`config.mk`:
```
export PLATFORM = sky130hd
export DESIGN_NAME = jk_cmd_sequencer
export DESIGN_NICKNAME = d
export VERILOG_FILES = /design/src/rtl/jk_cmd_sequencer.sv
export SDC_FILE = /design/constraint.sdc
export NUM_CORES = 1
export LEC_CHECK = 0
export ABC_AREA = 1
export BUFFER_PORTS_ARGS = -buffer_cell sky130_fd_sc_hd__buf_2
export CORE_MARGIN = 3
export CORE_UTILIZATION = 64
export DETAILED_ROUTE_END_ITERATION = 16
export PLACE_DENSITY = 0.84
export SETUP_SLACK_MARGIN = 0.05
export SLEW_MARGIN = 20
export SYNTH_ARGS = -nofsm -noshare
export SYNTH_HDL_FRONTEND = slang
export SYNTH_SLANG_ARGS = --single-unit
```
`constraint.sdc`:
```
create_clock -name clock -period 3.78 [get_ports clock]
set_input_delay 0.378 -clock clock [delete_from_list [all_inputs] [get_ports clock]]
set_output_delay 0.378 -clock clock [all_outputs]
set_load 0.005 [all_outputs]
```
`src/rtl/jk_cmd_sequencer.sv`:
```
// Command sequencer for a JK flip-flop: buffers {op,count} commands in a small
// FIFO and drives registered j/k for count cycles each, back-to-back.
module jk_cmd_sequencer #(
  parameter int DEPTH = 4,
  parameter int CNT_W = 8
) (
  input  logic                     clock,
  input  logic                     reset,
  input  logic                     cmd_valid,
  output logic                     cmd_ready,
  input  logic [1:0]               cmd_op,
  input  logic [CNT_W-1:0]         cmd_count,
  output logic                     j,
  output logic                     k,
  output logic                     busy,
  output logic                     done,
  output logic [$clog2(DEPTH):0]   fifo_level
);

  // state    | meaning
  // ST_IDLE  | nothing driving, j=k=0, waiting for a buffered command
  // ST_DRIVE | holding j/k of the current command for `remaining` cycles
  localparam logic [0:0] ST_IDLE  = 1'b0;
  localparam logic [0:0] ST_DRIVE = 1'b1;

  localparam int AW = $clog2(DEPTH);
  localparam logic [AW:0]    LVL_FULL = (AW+1)'(DEPTH);
  localparam logic [AW:0]    LVL_ONE  = (AW+1)'(1);
  localparam logic [CNT_W-1:0] CNT_ONE = CNT_W'(1);

  logic [0:0]        state;
  logic [CNT_W-1:0]  remaining;

  logic [CNT_W+1:0]  mem [DEPTH];
  logic [AW-1:0]     wr_ptr;
  logic [AW-1:0]     rd_ptr;
  logic [AW:0]       level;

  logic              full;
  logic              empty;
  logic              push;
  logic              pop;
  logic              last_beat;
  logic [CNT_W+1:0]  head;
  logic [1:0]        head_op;
  logic [CNT_W-1:0]  head_cnt;
  logic [CNT_W-1:0]  load_cnt;

  assign full      = (level == LVL_FULL);
  assign empty     = (level == '0);
  assign cmd_ready = !full;
  assign push      = cmd_valid && !full;

  assign last_beat = (state == ST_DRIVE) && (remaining == CNT_ONE);
  // Pop only when the output stage is free now or frees at this edge.
  assign pop       = !empty && ((state == ST_IDLE) || last_beat);

  assign head      = mem[rd_ptr];
  assign head_op   = head[CNT_W+1:CNT_W];
  assign head_cnt  = head[CNT_W-1:0];
  assign load_cnt  = (head_cnt == '0) ? CNT_ONE : head_cnt;

  assign busy       = (state == ST_DRIVE);
  assign done       = busy && (remaining == CNT_ONE);
  assign fifo_level = level;

  // Storage is not reset; occupancy is tracked by the pointers and level.
  always_ff @(posedge clock) begin
    if (push) begin
      mem[wr_ptr] <= {cmd_op, cmd_count};
    end
  end

  always_ff @(posedge clock or posedge reset) begin
    if (reset) begin
      wr_ptr <= '0;
      rd_ptr <= '0;
      level  <= '0;
    end else begin
      if (push) begin
        wr_ptr <= wr_ptr + 1'b1;
      end
      if (pop) begin
        rd_ptr <= rd_ptr + 1'b1;
      end
      case ({push, pop})
        2'b10:   level <= level + LVL_ONE;
        2'b01:   level <= level - LVL_ONE;
        default: level <= level;
      endcase
    end
  end

  always_ff @(posedge clock or posedge reset) begin
    if (reset) begin
      state     <= ST_IDLE;
      j         <= 1'b0;
      k         <= 1'b0;
      remaining <= '0;
    end else begin
      case (state)
        ST_IDLE: begin
          if (pop) begin
            {j, k}    <= head_op;
            remaining <= load_cnt;
            state     <= ST_DRIVE;
          end
        end
        ST_DRIVE: begin
          if (remaining > CNT_ONE) begin
            remaining <= remaining - CNT_ONE;
          end else if (pop) begin
            {j, k}    <= head_op;
            remaining <= load_cnt;
          end else begin
            j         <= 1'b0;
            k         <= 1'b0;
            remaining <= '0;
            state     <= ST_IDLE;
          end
        end
        default: begin
          j         <= 1'b0;
          k         <= 1'b0;
          remaining <= '0;
          state     <= ST_IDLE;
        end
      endcase
    end
  end

endmodule
```
==> flow_summary.html, run 1 <==
<table>
<tr><th>Metric</th><th>Value</th></tr>
<tr><th colspan="2">Outcome</th></tr>
<tr><td>Result of the run</td><td>complete, no violations</td></tr>
<tr><th colspan="2">Layout</th></tr>
<tr><td>Fraction of layout instances using a drive strength above 1</td><td>0.166</td></tr>
<tr><td>Number of inserted diodes</td><td>0</td></tr>
<tr><td>Area Growth Syn to Fin</td><td>11.9%</td></tr>
<tr><td>Most used cells in the layout excluding fill and tap cells</td><td>nand2_1 (79), edfxtp_1 (40), nand3_1 (24), nor2_1 (24), inv_1 (22)</td></tr>
<tr><td>Number of nets in the layout</td><td>318</td></tr>
<tr><td>Leading cell type in the layout, fill and taps excluded</td><td>nand2_1</td></tr>
<tr><th colspan="2">Clock tree</th></tr>
<tr><td>Total of hold buffers inserted after clock tree synthesis</td><td>0</td></tr>
<tr><td>Cts bufs inserted</td><td>9</td></tr>
<tr><td>Total of cells resized after clock tree synthesis</td><td>0</td></tr>
<tr><td>Clock sinks</td><td>58</td></tr>
<tr><td>Clock latency reported for the late side of the worst-skew pair</td><td>between 0.3 and 0.4 ns</td></tr>
<tr><td>Maximum number of buffers from clock root to sink</td><td>2</td></tr>
<tr><td>H-tree levels</td><td>3</td></tr>
<tr><td>Number of buffers inserted to repair setup after CTS</td><td>0</td></tr>
<tr><td>TritonCTS clock tree</td><td>built</td></tr>
<tr><td>Root cell of the clock tree</td><td>clkbuf_8</td></tr>
<tr><td>Reg clk slew, reported paths</td><td>roughly 0.060 ns</td></tr>
<tr><th colspan="2">Worst setup path</th></tr>
<tr><td>Register-to-Register Path Depth</td><td>14</td></tr>
<tr><td>Critical Path Max Stage Delay</td><td>just under 0.4 ns</td></tr>
<tr><td>Worst Path Required</td><td>approximately 4.0 ns</td></tr>
<tr><td>Largest driver fanout on the critical path</td><td>6</td></tr>
<tr><td>Buf/Inv on CP</td><td>4</td></tr>
<tr><td>Cells along the critical path</td><td>inv_1, ha_1, inv_1, nor2_1, nand2_2, nand2_2, nand2_4, inv_1, ha_1, inv_1, fa_1, a21oi_1, o21ai_0, xor2_1</td></tr>
<tr><td>Cell with the most instances on the worst path</td><td>inv_1</td></tr>
<tr><td>Critical path capture point type</td><td>register</td></tr>
<tr><td>Kind of critical path</td><td>register to register</td></tr>
<tr><td>Register-to-register path setup slack</td><td>approximately 1.4 ns</td></tr>
<tr><td>Endpoint of the worst-slack reg-to-reg timing path</td><td>fifo_level[2]</td></tr>
<tr><td>Kind of cell adding the most delay to the critical path</td><td>adder cells</td></tr>
<tr><td>Endpoint arrival time on the critical path</td><td>about 2.6 ns</td></tr>
<tr><td>Library cell contributing the largest single delay on the critical path</td><td>dfrtp_1</td></tr>
<tr><td>Reg-to-Reg Start</td><td>remaining[1]</td></tr>
<tr><td>Crit path launch type</td><td>register</td></tr>
<tr><th colspan="2">Yosys</th></tr>
<tr><td>Number of distinct library cells after synthesis</td><td>28</td></tr>
<tr><td>Post-synthesis net count</td><td>~290</td></tr>
<tr><td>Flip-flop and latch count after synthesis</td><td>58</td></tr>
<tr><td>Count of mapped cells out of synthesis</td><td>272</td></tr>
<tr><td>Sequential cell area fraction in the yosys report</td><td>0.604</td></tr>
<tr><td>Area contributors post-synth</td><td>edfxtp_1 (44%), dfrtp_1 (16%), nand2_1 (11%)</td></tr>
<tr><td>Area leader, netlist</td><td>edfxtp_1</td></tr>
<tr><td>Share of Yosys cell area claimed by the top area cell type</td><td>0.439</td></tr>
<tr><td>Summed instance area of the synthesized netlist</td><td>2740 um^2</td></tr>
<tr><td>Mean Syn Cell Area</td><td>between 10 and 15 um^2</td></tr>
<tr><td>Warnings from Yosys</td><td>0</td></tr>
<tr><th colspan="2">STA</th></tr>
<tr><td>Peak clock frequency supported by timing</td><td>420 MHz</td></tr>
<tr><td>Max-slew headroom at the worst pin</td><td>0.347</td></tr>
<tr><td>Setup Viol. Count Final</td><td>0</td></tr>
<tr><td>Hold Fails Final Rpt</td><td>0</td></tr>
<tr><td>Time the final worst path needs with I/O delays and setup</td><td>2.38 ns</td></tr>
<tr><td>Transition at the pin with the smallest max-transition slack</td><td>0.975 ns</td></tr>
<tr><td>Max Transition Viols Final</td><td>0</td></tr>
<tr><td>RSZ-0062 raised after global routing</td><td>false</td></tr>
<tr><td>Setup_tns</td><td>0 ns</td></tr>
<tr><td>Share of the clock period used by the worst path after layout</td><td>0.629</td></tr>
<tr><td>Layout Skew</td><td>0.00706 ns</td></tr>
<tr><th colspan="2">Place</th></tr>
<tr><td>Post-detail-place hpwl</td><td>about 3200 um</td></tr>
<tr><td>Number of buffer cells added on primary ports</td><td>20</td></tr>
<tr><td>RePlAce Congestion</td><td>a little over 0.8</td></tr>
<tr><th colspan="2">Pwr</th></tr>
<tr><td>Lkg Pwr</td><td>roughly 1.3 nW</td></tr>
<tr><td>Power Dens Cells</td><td>around 840 nW/um^2</td></tr>
<tr><td>Share of total power consumed by net switching</td><td>0.385</td></tr>
<tr><td>Relative contribution of the clock network to total power</td><td>0.230</td></tr>
<tr><td>Worst-case vdd ir drop</td><td>0.502 mV</td></tr>
<tr><td>Relative contribution of combinational cells to total power</td><td>0.362</td></tr>
<tr><td>Cell-internal power</td><td>1.57 mW</td></tr>
<tr><td>Switching Power</td><td>between 0.9 and 1 mW</td></tr>
<tr><td>Power, Total</td><td>roughly 2.6 mW</td></tr>
<tr><td>Sequential Power Share</td><td>0.407</td></tr>
<tr><th colspan="2">Global routing</th></tr>
<tr><td>Wire length of the first global-routing pass</td><td>just over 8000 um</td></tr>
<tr><td>Largest net degree at the start of global routing</td><td>23</td></tr>
<tr><td>Final global-route overflow total</td><td>0</td></tr>
<tr><td>Vias in the first global route</td><td>~1900</td></tr>
<tr><td>Total global-route track usage</td><td>0.216</td></tr>
<tr><td>Antenna violations before repair</td><td>0</td></tr>
<tr><th colspan="2">Job</th></tr>
<tr><td>Max cap viols</td><td>0</td></tr>
<tr><th colspan="2">Detailed routing</th></tr>
<tr><td>Total wire length after detailed routing</td><td>4780 um</td></tr>
<tr><td>Count of antenna-violating nets left after detailed routing</td><td>0</td></tr>
<tr><td>Vias per inst</td><td>~5.2</td></tr>
<tr><td>Post-detailed-route DRC marker count</td><td>0</td></tr>
<tr><td>First-pass iteration count of the detailed router</td><td>4</td></tr>
<tr><td>WL per Instance</td><td>roughly 14 um</td></tr>
<tr><td>Iteration-0 DRC Markers</td><td>126</td></tr>
<tr><td>Number of vias in the routed layout</td><td>1828</td></tr>
<tr><th colspan="2">Floorplanning</th></tr>
<tr><td>Area of the die</td><td>between 5000 and 6000 um^2</td></tr>
<tr><td>Row count</td><td>23</td></tr>
<tr><td>Die outline width</td><td>between 70 and 80 um</td></tr>
<tr><td>Die Y-Extent</td><td>roughly 71 um</td></tr>
<tr><td>Core area</td><td>4060 um^2</td></tr>
<tr><td>Starting Density</td><td>0.674</td></tr>
<tr><td>I/O pins</td><td>21</td></tr>
<tr><th colspan="2">Hold path</th></tr>
<tr><td>Type of the worst min-delay path</td><td>input pin to async pin</td></tr>
</table>
cell families after synthesis:
group,count (synthesis),synth area share
AND/OR/NAND/NOR,145,0.241
flip-flops,58,0.604
buffers and inverters,32,0.0489
AO/OA/AOI/OAI,24,0.0508
adder cells (fa/ha/maj),8,0.0393
XOR/XNOR,5,0.0160
stage by stage:
stage	hold slack [ns]	setup WS, ns	utilization	cell area (um^2)	cells
after floorplan	0.317	1.61	-	2740	272
after global placement	0.466	1.54	0.705	2860	336
after detailed placement	0.466	1.47	0.705	2860	336
after CTS	0.153	1.41	0.754	3060	351
after global routing	0.180	1.17	0.754	3060	351
final	0.128	1.40	0.754	3060	351
registers in the layout, summed over array words and instances, names as in the netlist:
register,count
rd_ptr,2
fifo_level,3
j,1
mem,40
remaining,8
wr_ptr,2
busy,1
k,1
synthesized netlist by cell type:
cell	n
o22ai_1	3
o21ai_0	16
nand3_2	1
a21oi_1	2
nand3b_1	1
buf_2	5
o21ai_2	1
nand2_4	2
clkinv_1	1
ha_1	7
dfrtp_1	18
edfxtp_1	40
nor2_2	3
xor2_1	3
inv_2	3
nand3_1	24
o21ai_1	1
buf_6	1
nand4_1	1
nor2_4	5
fa_1	1
o21ai_4	1
xnor2_1	2
nand2_1	79
nor2_1	24
inv_1	22
nand2_2	3
or2_1	2
how the worst max path moves through the flow:
stage | slack, ns | depth (start not counted) | startpoint | to
4_1_cts | 1.41 | 14 | remaining[1] | fifo_level[2]
6_report | 1.40 | 14 | remaining[1] | fifo_level[2]
5_1_grt | 1.17 | 14 | remaining[1] | fifo_level[2]
3_3_place_gp | 1.54 | 14 | remaining[1] | fifo_level[2]
3_5_place_dp | 1.47 | 14 | remaining[1] | fifo_level[2]
2_1_floorplan | 1.61 | 14 | remaining[1] | fifo_level[2]
layout make-up:
class                   instances  area (um^2)
clock buffers                  11          131
clock inverters                 4         67.6
fillers                       272          997
inverters                      26         97.6
multi-input cells             182          950
flip-flops and latches         58         1650
well taps                      50         62.6
repair buffers                 20          100
power groups by stage:
stage / Clock [mW] / Sequential, mW / Combinational, mW
floorplan: 0 / 0.991 / 0.763
global placement: 0 / 1.04 / 0.895
detailed placement: 0 / 1.05 / 0.921
CTS: 0.596 / 1.04 / 0.933
global route: 0.628 / 1.07 / 1.07
finish: 0.590 / 1.04 / 0.927
metal layers:
metal	GRT usage	vias to the layer above	share of wire
li1	-	944	-
met1	0.262	829	0.44
met2	0.352	42	0.49
met3	0.0743	13	0.052
met4	0.0919	0	0.023
met5	0	-	0
Power figures use the tool's default switching activity.
==> run 2: changes to the inputs <==
- CORE_UTILIZATION: 64 -> 59
- PLACE_DENSITY: 0.84 -> 0.79
- clock period: 3.78 -> 2.5 ns (I/O delays scaled with it)
==> flow_summary.html, run 2 (synthesis gave the netlist of run 1 again) <==
<table>
<tr><th>Metric</th><th>Value</th></tr>
<tr><th colspan="2">Floorplanning</th></tr>
<tr><td>Die Y-Extent</td><td>74.1 um (was 71.4 um)</td></tr>
<tr><td>I/O pins</td><td>21 (unchanged)</td></tr>
<tr><td>Area of the die</td><td>5490 um^2 (was 5090 um^2)</td></tr>
<tr><td>Starting Density</td><td>0.620 (was 0.674)</td></tr>
<tr><td>Core area</td><td>4410 um^2 (was 4060 um^2)</td></tr>
<tr><td>Die outline width</td><td>74.1 um (was 71.4 um)</td></tr>
<tr><td>Row count</td><td>24 (was 23)</td></tr>
<tr><th colspan="2">Layout</th></tr>
<tr><td>Flip-flop count of the largest register after layout</td><td>40 (unchanged)</td></tr>
<tr><td>Most used cells in the layout excluding fill and tap cells</td><td>nand2_1 (79), edfxtp_1 (40), nand3_1 (24), nor2_1 (24) (was nand2_1 (79), edfxtp_1 (40), nand3_1 (24), nor2_1 (24), inv_1 (22))</td></tr>
<tr><td>Number of inserted diodes</td><td>0 (unchanged)</td></tr>
<tr><td>Leading cell type in the layout, fill and taps excluded</td><td>nand2_1 (unchanged)</td></tr>
<tr><td>Fraction of layout instances using a drive strength above 1</td><td>0.197 (was 0.166)</td></tr>
<tr><td>Layout filler cell count</td><td>336 (was 272)</td></tr>
<tr><td>Area Growth Syn to Fin</td><td>13.3% (was 11.9%)</td></tr>
<tr><td>Register with the most flip-flops</td><td>mem (unchanged)</td></tr>
<tr><td>Summed area of non-filler cells in the final layout</td><td>3100 um^2 (was 3060 um^2)</td></tr>
<tr><td>Number of nets in the layout</td><td>320 (was 318)</td></tr>
<tr><th colspan="2">STA</th></tr>
<tr><td>Time the final worst path needs with I/O delays and setup</td><td>2.27 ns (was 2.38 ns)</td></tr>
<tr><td>Setup_tns</td><td>0 ns (unchanged)</td></tr>
<tr><td>Max Transition Viols Final</td><td>0 (unchanged)</td></tr>
<tr><td>Layout Skew</td><td>0.00719 ns (was 0.00706 ns)</td></tr>
<tr><td>Max-slew headroom at the worst pin</td><td>0.336 (was 0.347)</td></tr>
<tr><td>Setup slack after layout</td><td>0.228 ns (was 1.40 ns)</td></tr>
<tr><td>Peak clock frequency supported by timing</td><td>440 MHz (was 420 MHz)</td></tr>
<tr><td>RSZ-0062 raised after global routing</td><td>false (unchanged)</td></tr>
<tr><td>Setup Viol. Count Final</td><td>0 (unchanged)</td></tr>
<tr><td>Transition at the pin with the smallest max-transition slack</td><td>0.992 ns (was 0.975 ns)</td></tr>
<tr><td>Share of the clock period used by the worst path after layout</td><td>0.909 (was 0.629)</td></tr>
<tr><td>Hold Fails Final Rpt</td><td>0 (unchanged)</td></tr>
<tr><th colspan="2">Global routing</th></tr>
<tr><td>GRT busiest layer</td><td>met2 (unchanged)</td></tr>
<tr><td>Largest net degree at the start of global routing</td><td>22 (was 23)</td></tr>
<tr><td>Wire length of the first global-routing pass</td><td>8240 um (was 8220 um)</td></tr>
<tr><td>Vias in the first global route</td><td>1774 (was 1860)</td></tr>
<tr><td>M3 GR Usage</td><td>0.0797 (was 0.0743)</td></tr>
<tr><td>Antenna violations before repair</td><td>0 (unchanged)</td></tr>
<tr><td>Total global-route track usage</td><td>0.209 (was 0.216)</td></tr>
<tr><td>GR met2 Demand/Resource</td><td>0.339 (was 0.352)</td></tr>
<tr><td>Final global-route overflow total</td><td>0 (unchanged)</td></tr>
<tr><td>GRT met1 Usage</td><td>0.253 (was 0.262)</td></tr>
<tr><th colspan="2">Place</th></tr>
<tr><td>Number of buffer cells added on primary ports</td><td>20 (unchanged)</td></tr>
<tr><td>Setup Slack @ Placement</td><td>0.174 ns (was 1.47 ns)</td></tr>
<tr><td>Post-detail-place hpwl</td><td>3330 um (was 3210 um)</td></tr>
<tr><td>RePlAce Congestion</td><td>0.767 (was 0.808)</td></tr>
<tr><td>Placed Area</td><td>2880 um^2 (was 2860 um^2)</td></tr>
<tr><th colspan="2">Worst setup path</th></tr>
<tr><td>Endpoint arrival time on the critical path</td><td>2.49 ns (was 2.59 ns)</td></tr>
<tr><td>Kind of critical path</td><td>register to register (unchanged)</td></tr>
<tr><td>Critical path capture point type</td><td>register (unchanged)</td></tr>
<tr><td>Largest driver fanout on the critical path</td><td>6 (unchanged)</td></tr>
<tr><td>Crit path launch type</td><td>register (unchanged)</td></tr>
<tr><td>Worst Path Required</td><td>2.72 ns (was 4.00 ns)</td></tr>
<tr><th colspan="2">Clock tree</th></tr>
<tr><td>Maximum number of buffers from clock root to sink</td><td>2 (unchanged)</td></tr>
<tr><td>Reg clk slew, reported paths</td><td>0.07 ns (was 0.06 ns)</td></tr>
<tr><td>Root cell of the clock tree</td><td>clkbuf_8 (unchanged)</td></tr>
<tr><td>Clock latency reported for the late side of the worst-skew pair</td><td>0.33 ns (about the same)</td></tr>
<tr><td>TritonCTS clock tree</td><td>built (unchanged)</td></tr>
<tr><td>H-tree levels</td><td>3 (unchanged)</td></tr>
<tr><td>Clock sinks</td><td>58 (unchanged)</td></tr>
<tr><td>Total of hold buffers inserted after clock tree synthesis</td><td>0 (unchanged)</td></tr>
<tr><td>Cts bufs inserted</td><td>9 (unchanged)</td></tr>
<tr><td>Number of buffers inserted to repair setup after CTS</td><td>0 (unchanged)</td></tr>
<tr><th colspan="2">Hold path</th></tr>
<tr><td>Type of the worst min-delay path</td><td>input pin to async pin (unchanged)</td></tr>
<tr><th colspan="2">Pwr</th></tr>
<tr><td>Lkg Pwr</td><td>1.33 nW (was 1.32 nW)</td></tr>
<tr><td>Power Dens Cells</td><td>1270 nW/um^2 (was 837 nW/um^2)</td></tr>
<tr><td>Power, Total</td><td>3.94 mW (was 2.56 mW)</td></tr>
<tr><td>Worst-case vdd ir drop</td><td>0.783 mV (was 0.502 mV)</td></tr>
<tr><th colspan="2">Detailed routing</th></tr>
<tr><td>Iteration-0 DRC Markers</td><td>101 (was 126)</td></tr>
<tr><td>Number of vias in the routed layout</td><td>1862 (was 1828)</td></tr>
<tr><td>First-pass iteration count of the detailed router</td><td>4 (unchanged)</td></tr>
<tr><td>WL per Instance</td><td>13.9 um (was 13.6 um)</td></tr>
<tr><td>Post-detailed-route DRC marker count</td><td>0 (unchanged)</td></tr>
<tr><td>Vias per inst</td><td>5.23 (was 5.21)</td></tr>
<tr><td>Count of antenna-violating nets left after detailed routing</td><td>0 (unchanged)</td></tr>
<tr><td>Total wire length after detailed routing</td><td>4960 um (was 4780 um)</td></tr>
<tr><th colspan="2">Outcome</th></tr>
<tr><td>Result of the run</td><td>complete, no violations (unchanged)</td></tr>
<tr><th colspan="2">Job</th></tr>
<tr><td>Max cap viols</td><td>0 (unchanged)</td></tr>
</table>
-- run 2: layout make-up --
type	count	area [um^2]	area share
clock buffer	9	124	0.0400
clock inverter	7	93.8	0.0303
inverter	26	97.6	0.0315
multi-input combinational	182	952	0.307
sequential	58	1650	0.533
tap	52	65.1	0.0210
timing repair buffer	22	115	0.0371
-- run 2: layer usage --
metal,share of wire,up-vias
li1,-,945
met1,0.42,868
met2,0.52,42
met3,0.045,7
met4,0.018,0
met5,0,-
-- run 2: worst max-delay path, cell delays in order (launching register included) --
cell     delay, ns
dfrtp_1       0.39
inv_2         0.08
ha_2          0.19
inv_1         0.04
nor2_1        0.12
nand2_2       0.08
nand2_2       0.07
nand2_4       0.09
inv_2         0.09
ha_1          0.14
inv_1         0.06
fa_1          0.38
a21oi_1       0.16
o21ai_0       0.12
xor2_1        0.15
-- run 2: stage by stage --
step | hold WS [ns] | util | cells
2_1_floorplan | 0.189 | - | 272
3_3_place_gp | 0.390 | 0.652 | 340
3_5_place_dp | 0.389 | 0.652 | 340
4_1_cts | 0.0217 | 0.702 | 356
5_1_grt | 0.0553 | 0.702 | 356
6_report | 0.0105 | 0.702 | 356
-- run 2: timing repair --
item                       in CTS  in global routing
hold endpoints to repair        0                  0
resized for setup               0                  3
setup endpoints to repair       0                  1
-- run 2: report_power, final --
group	internal, mW	leakage, nW	switching (mW)
sequential	1.33	0.577	0.206
combinational	0.515	0.648	0.952
clock	0.558	0.105	0.381
total	2.40	1.33	1.54
-- run 2: path summary, 6_finish.rpt --
check	startpoint	end	slack (ns)	cells after the start
max	remaining[1]	fifo_level[2]	0.23	14
min	reset	k	0.01	2
max reg2reg	remaining[1]	fifo_level[2]	0.23	14
min reg2reg	remaining[1]	remaining[1]	0.51	2
max in group asynchronous	reset	remaining[0]	2.04	2
min in group clock	cmd_count[4]	mem[1][4]	0.13	1
==> run 3: changes to the inputs <==
- ABC_AREA: 1 -> not set
==> flow_summary.html, run 3 <==
<table>
<tr><th>Metric</th><th>Value</th></tr>
<tr><th colspan="2">Outcome</th></tr>
<tr><td>Result of the run</td><td>complete, no violations (unchanged)</td></tr>
<tr><th colspan="2">Place</th></tr>
<tr><td>Post-detail-place hpwl</td><td>3430 um (was 3330 um)</td></tr>
<tr><td>RePlAce Congestion</td><td>0.840 (was 0.767)</td></tr>
<tr><td>Placed Area</td><td>2740 um^2 (was 2880 um^2)</td></tr>
<tr><td>Number of buffer cells added on primary ports</td><td>20 (unchanged)</td></tr>
<tr><th colspan="2">Global routing</th></tr>
<tr><td>Total global-route track usage</td><td>0.221 (was 0.209)</td></tr>
<tr><td>M3 GR Usage</td><td>0.0540 (was 0.0797)</td></tr>
<tr><td>GRT busiest layer</td><td>met2 (unchanged)</td></tr>
<tr><td>GR met2 Demand/Resource</td><td>0.356 (was 0.339)</td></tr>
<tr><td>Final global-route overflow total</td><td>0 (unchanged)</td></tr>
<tr><td>Wire length of the first global-routing pass</td><td>8210 um (was 8240 um)</td></tr>
<tr><td>Largest net degree at the start of global routing</td><td>19 (was 22)</td></tr>
<tr><td>Vias in the first global route</td><td>1632 (was 1774)</td></tr>
<tr><td>GRT met1 Usage</td><td>0.273 (was 0.253)</td></tr>
<tr><td>Antenna violations before repair</td><td>0 (unchanged)</td></tr>
<tr><th colspan="2">STA</th></tr>
<tr><td>Hold Fails Final Rpt</td><td>0 (unchanged)</td></tr>
<tr><td>Max Transition Viols Final</td><td>0 (unchanged)</td></tr>
<tr><td>Setup_tns</td><td>0 ns (unchanged)</td></tr>
<tr><td>RSZ-0062 raised after global routing</td><td>false (unchanged)</td></tr>
<tr><td>Max-slew headroom at the worst pin</td><td>0.471 (was 0.336)</td></tr>
<tr><td>Transition at the pin with the smallest max-transition slack</td><td>0.786 ns (was 0.992 ns)</td></tr>
<tr><td>Share of the clock period used by the worst path after layout</td><td>0.930 (was 0.909)</td></tr>
<tr><td>Setup Viol. Count Final</td><td>0 (unchanged)</td></tr>
<tr><td>Peak clock frequency supported by timing</td><td>430 MHz (was 440 MHz)</td></tr>
<tr><td>Time the final worst path needs with I/O delays and setup</td><td>2.32 ns (was 2.27 ns)</td></tr>
<tr><td>Layout Skew</td><td>0.00881 ns (was 0.00719 ns)</td></tr>
<tr><th colspan="2">Yosys</th></tr>
<tr><td>Mean Syn Cell Area</td><td>15.3 um^2 (was 10.1 um^2)</td></tr>
<tr><td>Summed instance area of the synthesized netlist</td><td>2570 um^2 (was 2740 um^2)</td></tr>
<tr><td>Area contributors post-synth</td><td>edfxtp_1 (47%), dfrtp_1 (18%), mux4_2 (7.0%) (was edfxtp_1 (44%), dfrtp_1 (16%), nand2_1 (11%))</td></tr>
<tr><td>Area leader, netlist</td><td>edfxtp_1 (unchanged)</td></tr>
<tr><td>Number of distinct library cells after synthesis</td><td>44 (was 28)</td></tr>
<tr><td>Flip-flop and latch count after synthesis</td><td>58 (unchanged)</td></tr>
<tr><td>Share of Yosys cell area claimed by the top area cell type</td><td>0.468 (was 0.439)</td></tr>
<tr><td>Post-synthesis net count</td><td>189 (was 293)</td></tr>
<tr><td>Post-synth top cells</td><td>edfxtp_1 (40), dfrtp_1 (18), inv_1 (10), nand2_1 (10), nor2_1 (9) (was nand2_1 (79), edfxtp_1 (40), nand3_1 (24), nor2_1 (24), inv_1 (22))</td></tr>
<tr><td>Number of synthesized flops with an enable pin</td><td>40 (unchanged)</td></tr>
<tr><td>Warnings from Yosys</td><td>0 (unchanged)</td></tr>
<tr><td>Sequential cell area fraction in the yosys report</td><td>0.643 (was 0.604)</td></tr>
<tr><td>Share of async-settable or async-resettable flops after synthesis</td><td>0.310 (unchanged)</td></tr>
<tr><td>Synth Flop Type</td><td>edfxtp_1 (unchanged)</td></tr>
<tr><td>Count of mapped cells out of synthesis</td><td>168 (was 272)</td></tr>
<tr><td>Most frequently used cell type in the post-synthesis netlist</td><td>edfxtp_1 (was nand2_1)</td></tr>
<tr><th colspan="2">Clock tree</th></tr>
<tr><td>TritonCTS clock tree</td><td>built (unchanged)</td></tr>
<tr><td>Reg clk slew, reported paths</td><td>0.07 ns (about the same)</td></tr>
<tr><td>Total of hold buffers inserted after clock tree synthesis</td><td>0 (unchanged)</td></tr>
<tr><td>Maximum number of buffers from clock root to sink</td><td>2 (unchanged)</td></tr>
<tr><td>Clock sinks</td><td>58 (unchanged)</td></tr>
<tr><td>Cts bufs inserted</td><td>9 (unchanged)</td></tr>
<tr><td>Clock latency reported for the late side of the worst-skew pair</td><td>0.34 ns (was 0.33 ns)</td></tr>
<tr><td>Root cell of the clock tree</td><td>clkbuf_8 (unchanged)</td></tr>
<tr><td>H-tree levels</td><td>3 (unchanged)</td></tr>
<tr><th colspan="2">Worst setup path</th></tr>
<tr><td>Library cell contributing the largest single delay on the critical path</td><td>dfrtp_1 (unchanged)</td></tr>
<tr><td>Crit path launch type</td><td>register (unchanged)</td></tr>
<tr><td>Cells along the critical path</td><td>nor4_2, a21o_1, nor2b_2, ha_1, inv_1, fa_1, xor2_1, nor2_1, xor2_1 (was inv_2, ha_2, inv_1, nor2_1, nand2_2, nand2_2, nand2_4, inv_2, ha_1, inv_1, fa_1, a21oi_1, o21ai_0, xor2_1)</td></tr>
<tr><td>Cell with the most instances on the worst path</td><td>xor2_1</td></tr>
<tr><td>Critical Path Max Stage Delay</td><td>0.45 ns (was 0.39 ns)</td></tr>
<tr><td>Largest driver fanout on the critical path</td><td>6 (unchanged)</td></tr>
<tr><td>Worst Path Required</td><td>2.77 ns (was 2.72 ns)</td></tr>
<tr><td>Critical path capture point type</td><td>register (unchanged)</td></tr>
<tr><td>Kind of critical path</td><td>register to register (unchanged)</td></tr>
<tr><td>Endpoint arrival time on the critical path</td><td>2.59 ns (was 2.49 ns)</td></tr>
<tr><th colspan="2">Floorplanning</th></tr>
<tr><td>Area of the die</td><td>5180 um^2 (was 5490 um^2)</td></tr>
<tr><td>Die Y-Extent</td><td>72.0 um (was 74.1 um)</td></tr>
<tr><td>Die outline width</td><td>72.0 um (was 74.1 um)</td></tr>
<tr><td>Starting Density</td><td>0.629 (was 0.620)</td></tr>
<tr><td>Row count</td><td>23 (was 24)</td></tr>
<tr><td>I/O pins</td><td>21 (unchanged)</td></tr>
<tr><td>Core area</td><td>4090 um^2 (was 4410 um^2)</td></tr>
<tr><th colspan="2">Pwr</th></tr>
<tr><td>Power Dens Cells</td><td>1320 nW/um^2 (was 1270 nW/um^2)</td></tr>
<tr><td>Relative contribution of combinational cells to total power</td><td>0.337 (was 0.372)</td></tr>
<tr><td>Share of total power consumed by net switching</td><td>0.329 (was 0.390)</td></tr>
<tr><td>Sequential Power Share</td><td>0.396 (was 0.389)</td></tr>
<tr><td>Switching Power</td><td>1.31 mW (was 1.54 mW)</td></tr>
<tr><td>Relative contribution of the clock network to total power</td><td>0.267 (was 0.238)</td></tr>
<tr><td>Lkg Pwr</td><td>1.20 nW (was 1.33 nW)</td></tr>
<tr><td>Cell-internal power</td><td>2.68 mW (was 2.40 mW)</td></tr>
<tr><td>Power, Total</td><td>4.00 mW (was 3.94 mW)</td></tr>
<tr><td>Worst-case vdd ir drop</td><td>0.677 mV (was 0.783 mV)</td></tr>
<tr><th colspan="2">Detailed routing</th></tr>
<tr><td>Count of antenna-violating nets left after detailed routing</td><td>0 (unchanged)</td></tr>
<tr><td>Vias per inst</td><td>6.11 (was 5.23)</td></tr>
<tr><td>First-pass iteration count of the detailed router</td><td>5 (was 4)</td></tr>
<tr><td>Number of vias in the routed layout</td><td>1563 (was 1862)</td></tr>
<tr><td>Total wire length after detailed routing</td><td>4920 um (was 4960 um)</td></tr>
<tr><td>Post-detailed-route DRC marker count</td><td>0 (unchanged)</td></tr>
<tr><td>Iteration-0 DRC Markers</td><td>141 (was 101)</td></tr>
<tr><td>WL per Instance</td><td>19.2 um (was 13.9 um)</td></tr>
<tr><th colspan="2">Layout</th></tr>
<tr><td>Register with the most flip-flops</td><td>mem (unchanged)</td></tr>
<tr><td>Summed area of non-filler cells in the final layout</td><td>3020 um^2 (was 3100 um^2)</td></tr>
<tr><td>Flip-flop count of the largest register after layout</td><td>40 (unchanged)</td></tr>
<tr><td>Area Growth Syn to Fin</td><td>17.5% (was 13.3%)</td></tr>
<tr><td>Fraction of layout instances using a drive strength above 1</td><td>0.282 (was 0.197)</td></tr>
<tr><td>Layout filler cell count</td><td>262 (was 336)</td></tr>
<tr><td>Most used cells in the layout excluding fill and tap cells</td><td>edfxtp_1 (40), buf_2 (20), dfrtp_1 (18) (was nand2_1 (79), edfxtp_1 (40), nand3_1 (24), nor2_1 (24))</td></tr>
<tr><td>Number of nets in the layout</td><td>222 (was 320)</td></tr>
<tr><td>Leading cell type in the layout, fill and taps excluded</td><td>edfxtp_1 (was nand2_1)</td></tr>
<tr><td>Post-layout util</td><td>0.739 (was 0.702)</td></tr>
<tr><td>Number of inserted diodes</td><td>0 (unchanged)</td></tr>
<tr><th colspan="2">Job</th></tr>
<tr><td>Max cap viols</td><td>0 (unchanged)</td></tr>
<tr><th colspan="2">Hold path</th></tr>
<tr><td>Type of the worst min-delay path</td><td>input pin to async pin (unchanged)</td></tr>
</table>
## run 3: cell types whose count changed after synthesis, moves of 6 or more
cell / delta
o21ai_0: -13
and3_1: +6
nor2_1: -15
mux4_2: +8
inv_1: -12
nand3_1: -23
nand2_1: -69
## run 3: timing repair
| item | in CTS | in global routing |
|---|---|---|
| pin swaps | 0 | 0 |
| gates resized for setup | 1 | 4 |
| setup buffers | 0 | 1 |
| cloned | 0 | 0 |
| setup endpoints to repair | 1 | 1 |
## run 3: logic make-up (layout without fill, tap and decap cells)
kind of cell    after synthesis  in the layout  share of synthesized area
buf+inv                      14             52                     0.0268
mux                          12             12                     0.0989
fa+ha+maj                     8              8                     0.0419
compound gates               25             25                     0.0755
simple gates                 44             44                     0.0901
xor+xnor                      7              7                     0.0239
flops                        58             58                      0.643
## run 3: final cells by class
| class | instances | area, um^2 | area share |
|---|---|---|---|
| multi-input cells | 96 | 871 | 0.288 |
| clock inverters | 5 | 100 | 0.0332 |
| flip-flops and latches | 58 | 1650 | 0.547 |
| inverters | 10 | 37.5 | 0.0124 |
| clock buffers | 11 | 151 | 0.0501 |
| repair buffers | 26 | 145 | 0.0481 |
| well taps | 50 | 62.6 | 0.0207 |
## run 3: through the flow
stage,hold WS [ns],worst slack (ns),instances
finish,0.0163,0.175,256
global route,0.0705,0.0570,256
CTS,0.0349,0.106,255
detailed placement,0.405,0.0563,239
global placement,0.385,0.223,239
floorplan,0.189,0.104,168
## run 3: metal layers
metal	wire [um]	up-vias
li1	-	717
met1	1950	782
met2	2590	52
met3	255	12
met4	126	0
met5	0	-
## run 3: worst paths after layout
kind / endpoint / slack [ns] / startpoint / cells past startpoint
max in group asynchronous: j / 2.03 / reset / 2
setup reg to reg: fifo_level[2] / 0.18 / remaining[5] / 9
setup / recovery: fifo_level[2] / 0.18 / remaining[5] / 9
hold reg to reg: j / 0.52 / j / 1
hold / removal: rd_ptr[1] / 0.02 / reset / 2
min in group clock: mem[3][7] / 0.12 / cmd_count[7] / 1
## run 3: power by group through the flow
stage	Sequential (mW)	Combinational [mW]	Clock [mW]
6_report	1.58	1.35	1.07
5_1_grt	1.62	1.50	1.12
4_1_cts	1.57	1.33	1.08
3_5_place_dp	1.58	1.31	0
3_3_place_gp	1.56	1.24	0
2_1_floorplan	1.50	0.998	0
## run 3: worst max-delay path: cells and delay by family, from the launching register on
family / cells / cell delay [ns]
adders and majority gates: 2 / 0.57
AOI/OAI and AO/OA: 1 / 0.18
and+or+nand+nor: 3 / 0.68
buffers and inverters: 1 / 0.06
DFF: 1 / 0.45
xor gates and xnor gates: 2 / 0.31
